===== src/rtl/irrigation_state_controller_if.sv =====
// Sensor/level inputs and state/alarm outputs of the irrigation state controller.
// The master side drives the sensors and level; the slave side is the controller.
interface irrigation_state_controller_if;
    logic [1:0] water_box;
    logic       soil_dry;
    logic       air_dry;
    logic [1:0] state;
    logic       alarm;
    logic       dwell_done;

    modport master (
        output water_box, soil_dry, air_dry,
        input  state, alarm, dwell_done
    );

    modport slave (
        input  water_box, soil_dry, air_dry,
        output state, alarm, dwell_done
    );
endinterface


===== src/rtl/irrigation_state_controller.sv =====
// Fill/drain FSM for the water-box stage: input sync, minimum dwell timer, demand-while-filling alarm.
// Define IRRIGATION_SENSOR_DEBOUNCE_EN to add a per-sensor debounce filter.
module irrigation_state_controller #(
    parameter int unsigned DEBOUNCE_CYCLES = 8,
    parameter int unsigned MIN_DWELL       = 16
) (
    input logic                          clock,
    input logic                          reset,
    irrigation_state_controller_if.slave bus
);
    typedef enum logic [1:0] {
        FILL     = 2'b00,
        STANDBY  = 2'b01,
        SPRINKLE = 2'b10,
        DRIP     = 2'b11
    } state_e;

    localparam logic [7:0] DWELL_MAX = 8'(MIN_DWELL);

    if (DEBOUNCE_CYCLES < 1 || DEBOUNCE_CYCLES > 255 || MIN_DWELL < 1 || MIN_DWELL > 255) begin : g_param_check
        $error("irrigation_state_controller: parameter out of range 1..255");
    end

    logic [1:0] wb_s1_q, wb_s2_q;
    logic [1:0] soil_sync_q, air_sync_q;   // bit 1 is the synchronized sample
    logic       soil_f, air_f;

    always_ff @(posedge clock or negedge reset) begin
        if (!reset) begin
            wb_s1_q     <= '0;
            wb_s2_q     <= '0;
            soil_sync_q <= '0;
            air_sync_q  <= '0;
        end else begin
            wb_s1_q     <= bus.water_box;
            wb_s2_q     <= wb_s1_q;
            soil_sync_q <= {soil_sync_q[0], bus.soil_dry};
            air_sync_q  <= {air_sync_q[0], bus.air_dry};
        end
    end

`ifdef IRRIGATION_SENSOR_DEBOUNCE_EN
    localparam logic [7:0] DEB_LAST = 8'(DEBOUNCE_CYCLES - 1);

    logic [7:0] soil_cnt_q, air_cnt_q;
    logic       soil_f_q, air_f_q;

    // Sensors are single bits, so the pending value is always the complement of the filtered one.
    always_ff @(posedge clock or negedge reset) begin
        if (!reset) begin
            soil_cnt_q <= '0;
            air_cnt_q  <= '0;
            soil_f_q   <= 1'b0;
            air_f_q    <= 1'b0;
        end else begin
            if (soil_sync_q[1] != soil_f_q) begin
                if (soil_cnt_q == DEB_LAST) begin
                    soil_f_q   <= soil_sync_q[1];
                    soil_cnt_q <= '0;
                end else begin
                    soil_cnt_q <= soil_cnt_q + 8'd1;
                end
            end else begin
                soil_cnt_q <= '0;
            end
            if (air_sync_q[1] != air_f_q) begin
                if (air_cnt_q == DEB_LAST) begin
                    air_f_q   <= air_sync_q[1];
                    air_cnt_q <= '0;
                end else begin
                    air_cnt_q <= air_cnt_q + 8'd1;
                end
            end else begin
                air_cnt_q <= '0;
            end
        end
    end

    assign soil_f = soil_f_q;
    assign air_f  = air_f_q;
`else
    assign soil_f = soil_sync_q[1];
    assign air_f  = air_sync_q[1];
`endif

    state_e     state_q, state_d;
    logic [7:0] dwell_q, dwell_d;
    logic       alarm_q, dwell_done_q;

    // Empty tank overrides every sensor condition; full tank only matters while filling.
    always_comb begin
        state_d = state_q;
        unique case (state_q)
            FILL:    if (wb_s2_q == 2'b11) state_d = STANDBY;
            STANDBY: begin
                if (wb_s2_q == 2'b00)            state_d = FILL;
                else if (soil_f && dwell_done_q) state_d = air_f ? SPRINKLE : DRIP;
            end
            default: begin
                if (wb_s2_q == 2'b00)             state_d = FILL;
                else if (!soil_f && dwell_done_q) state_d = STANDBY;
            end
        endcase
    end

    always_comb begin
        dwell_d = dwell_q;
        if (state_d != state_q)      dwell_d = '0;
        else if (dwell_q != DWELL_MAX) dwell_d = dwell_q + 8'd1;
    end

    always_ff @(posedge clock or negedge reset) begin
        if (!reset) begin
            state_q      <= FILL;
            dwell_q      <= '0;
            dwell_done_q <= 1'b0;
            alarm_q      <= 1'b0;
        end else begin
            state_q      <= state_d;
            dwell_q      <= dwell_d;
            dwell_done_q <= (dwell_d == DWELL_MAX);
            alarm_q      <= (state_d == FILL) && soil_f;
        end
    end

    assign bus.state      = state_q;
    assign bus.alarm      = alarm_q;
    assign bus.dwell_done = dwell_done_q;
endmodule

===== src/flat_wrapper.sv =====
// flat-port wrapper written by rule: the top's interface ports become plain ports
module irrigation_state_controller_flat 
#(
    parameter int unsigned DEBOUNCE_CYCLES = 8,
    parameter int unsigned MIN_DWELL       = 16
)
  (clock, reset, bus_water_box, bus_soil_dry, bus_air_dry, bus_state, bus_alarm, bus_dwell_done);
  irrigation_state_controller_if bus_i ();
  input logic clock;
  input logic reset;
  input wire logic [$bits(bus_i.water_box)-1:0] bus_water_box;
  input wire logic [$bits(bus_i.soil_dry)-1:0] bus_soil_dry;
  input wire logic [$bits(bus_i.air_dry)-1:0] bus_air_dry;
  output wire logic [$bits(bus_i.state)-1:0] bus_state;
  output wire logic [$bits(bus_i.alarm)-1:0] bus_alarm;
  output wire logic [$bits(bus_i.dwell_done)-1:0] bus_dwell_done;
  assign bus_i.water_box = bus_water_box;
  assign bus_i.soil_dry = bus_soil_dry;
  assign bus_i.air_dry = bus_air_dry;
  assign bus_state = bus_i.state;
  assign bus_alarm = bus_i.alarm;
  assign bus_dwell_done = bus_i.dwell_done;
  irrigation_state_controller #(.DEBOUNCE_CYCLES(DEBOUNCE_CYCLES), .MIN_DWELL(MIN_DWELL)) u_core (.clock(clock), .reset(reset), .bus(bus_i));
endmodule

===== config.mk =====
export PLATFORM = sky130hd
export DESIGN_NAME = irrigation_state_controller_flat
export DESIGN_NICKNAME = d
export VERILOG_FILES = /design/src/rtl/irrigation_state_controller_if.sv /design/src/rtl/irrigation_state_controller.sv /design/src/flat_wrapper.sv
export SDC_FILE = /design/constraint.sdc
export NUM_CORES = 1
export LEC_CHECK = 0
export ABC_CLOCK_PERIOD_IN_PS = 3300
export BUFFER_PORTS_ARGS = -buffer_cell sky130_fd_sc_hd__buf_2
export CAP_MARGIN = 20
export CORE_MARGIN = 5
export CORE_UTILIZATION = 41
export DETAILED_ROUTE_END_ITERATION = 16
export GPL_TIMING_DRIVEN = 0
export HOLD_SLACK_MARGIN = 0.12
export PLACE_DENSITY = 0.69
export SYNTH_ARGS = -nofsm -noshare
export SYNTH_HDL_FRONTEND = slang
export SYNTH_SLANG_ARGS = --single-unit

===== constraint.sdc =====
create_clock -name clock -period 3.3 [get_ports clock]
set_clock_uncertainty 0.15 [all_clocks]
set_input_delay 0.165 -clock clock [delete_from_list [all_inputs] [get_ports clock]]
set_output_delay 0.165 -clock clock [all_outputs]
set_load 0.01 [all_outputs]

==> metrics <==
Starting Density=0.432; fillers=198; reg2reg end=u_core.bus.dwell_done$_DFF_PN0_; CP arrival=2.03 ns; unrepaired setup endpoints after global routing=no; total global-route track usage=0.116; Logic pwr share=0.261; worst vdd ir=334 uV; Yosys warnings=0; worst hold path class=in -> async; Vias/cell=5.20; Detailed Place HPWL=1.24 mm; layout cell share with drive strength beyond 1=0.160; r2r startpoint=u_core.dwell_q[0]$_DFF_PN0_; adder-cell share of the synthesized area=0.0259; clock share of power=0.293; post-synth top area share=0.518; Detail Route Antenna Nets=0; Worst EP required=3.36 ns; routed wire length=1.73 mm; FF-to-FF path depth=6; crit path time final=1.97 ns; Synth Area in XOR/XNOR=0.0635; asr flop ratio synth=1.00; Area growth, synth to finish=18.9%; chip height=58.5 um; Setup Viol. Count Final=0; die area=0.00343 sq mm; vias in the first global route=687; PwrDens=595 mW/mm^2; Core Area=0.00223 sq mm; largest cells by area after synthesis=dfrtp_1 (52%), xnor2_1 (4.5%), nor2_1 (4.3%); Mapped Nets=96; Max Slew Vio Count=0; # resized after CTS=0; Die Wd=58.5 um; post-synth cell types=30; first drt pass iteration count=4; total gr overflow=0; Synth Area per Inst=11.0 sq um; worst-skew pair later-pin latency=0.30 ns; cell-internal power=0.000472 W; largest family of logic cells by synthesized area=simple AND/OR/NAND/NOR gates; f_max=508 MHz; fin util=0.514; met1 usage=0.156; Slew @ Worst Pin=0.437 ns; switching power=0.000212 W; GP Congestion=0.861; Synth area leader=dfrtp_1; Longest Clk Path Bufs=2; mux share of post-synthesis cell area=0.0207; io pins=10; CP Class=reg -> reg; period utilization=0.596; sequential fraction of design power=0.446; Routed WL per cell=12.9 um; largest net degree at the start of global routing=21; via count=697; relative slew slack=0.707; Compound-Gate Fraction of Synth Area=0.102; initial antenna violation count=0; Seq cells post-synth=20; Mapped Cells=88; final hold violations=0; crit path capture type=flop; row cnt=17; initial drt markers=9; CTS tree=done; Net count, final=115; Max Cap Violations=0; met3 GRT Util=0.0263; switching part of the total=0.310; CTS sink cnt=20; r2r setup slk=1.33 ns; global-route wire length before repair=3.08 mm; synthesized area=966 sq um; Most Crowded Layer GR=met2; Post-Synth Simple-Gate Area=0.232; number of flops mapped to enable cells by yosys=0; CP Launch Type=flop; post-synthesis sequential area ratio=0.518; Leak=0.500 nW; Residual DRC=0; met2 usage=0.183; clk root buf=clkbuf_4; port bufs=9; Worst Path Max Fanout=7; setup_tns=0 ns; Power, Total=0.000684 W; status=finished, final reports clean; CTS buffer count=3; Ant. Diodes=0; Non-Filler Instances=134; placed cells=125; Post-synth top flop=dfrtp_1; clk slew on worst S/H paths=0.12 ns; Max H-tree Level=1
==> flip-flops by register name, summed over array words and instances, names as in the netlist <==
name and cells:
u_core.soil_sync_q 2, u_core.wb_s2_q 2, u_core.wb_s1_q 2, u_core.bus.dwell_done 1, u_core.bus.alarm 1, u_core.dwell_q 8
u_core.bus.state 2, u_core.air_sync_q 2
==> per-layer routing <==
layer | vias up | share of wire
met3 | 2 | 0.025
met4 | 0 | 0.0069
li1 | 353 | -
met1 | 333 | 0.47
met5 | - | 0
met2 | 9 | 0.50
==> power by group through the flow <==
stage / clock network (W) / registers (W) / logic [W]
after floorplan: 0 / 0.000303 / 0.000137
after global placement: 0 / 0.000307 / 0.000167
after detailed placement: 0 / 0.000308 / 0.000176
after CTS: 0.000204 / 0.000304 / 0.000181
after global routing: 0.000216 / 0.000308 / 0.000201
final: 0.000200 / 0.000305 / 0.000179
==> kinds of logic after synthesis <==
logic type,Yosys count
buffers and inverters,9
and+or+nand+nor,34
muxes,2
AOI/OAI and AO/OA,14
adders and majority gates,2
xor gates and xnor gates,7
DFF,20
==> worst max-delay path, cell delays in order, from the launching register on <==
cell       delay, ns
dfrtp_1         0.47
inv_1           0.14
ha_1            0.23
nand4bb_4       0.14
nor4_4          0.34
mux2i_1         0.14
nor4_1          0.27
==> cell type report <==
| type | count | area, sq um | share of cell area |
|---|---|---|---|
| buffer | 2 | 10.0 | 0.00871 |
| clock buffer | 3 | 22.5 | 0.0196 |
| clock inverter | 1 | 30.0 | 0.0261 |
| inverter | 7 | 26.3 | 0.0229 |
| multi-input combinational | 59 | 429 | 0.374 |
| sequential | 20 | 500 | 0.436 |
| tap | 28 | 35.0 | 0.0305 |
| timing repair buffer | 14 | 95.1 | 0.0828 |
==> per-stage QoR <==
stage / hold slack, ns / area [sq um] / setup slack (ns)
CTS: 0.180 / 1150 / 1.32
detailed placement: -0.0160 / 1050 / 1.36
finish: 0.170 / 1150 / 1.33
global placement: -0.0302 / 1050 / 1.37
global route: 0.196 / 1150 / 1.10
floorplan: -0.281 / 966 / 1.54
==> worst max path at each step <==
stage,start,to,slack (ns)
after floorplan,u_core.dwell_q[0]$_DFF_PN0_,u_core.bus.dwell_done$_DFF_PN0_,1.54
after global placement,u_core.dwell_q[0]$_DFF_PN0_,u_core.bus.dwell_done$_DFF_PN0_,1.37
after detailed placement,u_core.dwell_q[0]$_DFF_PN0_,u_core.bus.dwell_done$_DFF_PN0_,1.36
after CTS,u_core.dwell_q[0]$_DFF_PN0_,u_core.bus.dwell_done$_DFF_PN0_,1.32
after global routing,u_core.dwell_q[0]$_DFF_PN0_,u_core.bus.dwell_done$_DFF_PN0_,1.10
final,u_core.dwell_q[0]$_DFF_PN0_,u_core.bus.dwell_done$_DFF_PN0_,1.33
==> synth_stat cells (2+ instances only) <==
master	n
inv_1	7
xor2_1	2
nand3_1	3
nor3_1	3
nand4_1	3
nor2_1	11
o21a_1	2
nand2_1	2
a211oi_1	4
buf_2	2
xnor2_1	5
ha_1	2
o21ai_0	2
mux2i_1	2
nor3b_1	2
dfrtp_1	20
a21oi_1	2
nor4_1	2
==> layout by cell type, fill, tap and decap left out, drive strengths merged <==
| master | count |
|---|---|
| nand4 | 3 |
| a221oi | 1 |
| a2111oi | 1 |
| dlygate4sd3 | 5 |
| xor2 | 2 |
| ha | 2 |
| clkbuf | 3 |
| a21oi | 2 |
| o21a | 2 |
| nand3 | 3 |
| nor4bb | 1 |
| a41oi | 1 |
| a211oi | 4 |
| inv | 7 |
| nor2b | 1 |
| nand4bb | 1 |
| and3b | 1 |
| nor3b | 2 |
| xnor2 | 5 |
| bufinv | 1 |
| buf | 11 |
| nand2 | 2 |
| nand4b | 1 |
| dfrtp | 20 |
| nor3 | 3 |
| nor4 | 3 |
| a21o | 1 |
| and2 | 1 |
| o21ai | 2 |
| and4b | 1 |
| nor2 | 11 |
| mux2i | 2 |
==> timing repair <==
item                      in CTS  in global routing
buffers inserted               0                  0
hold buffers                   5                  0
hold endpoints to repair      24                  0
(Power assumes the default switching activity.)
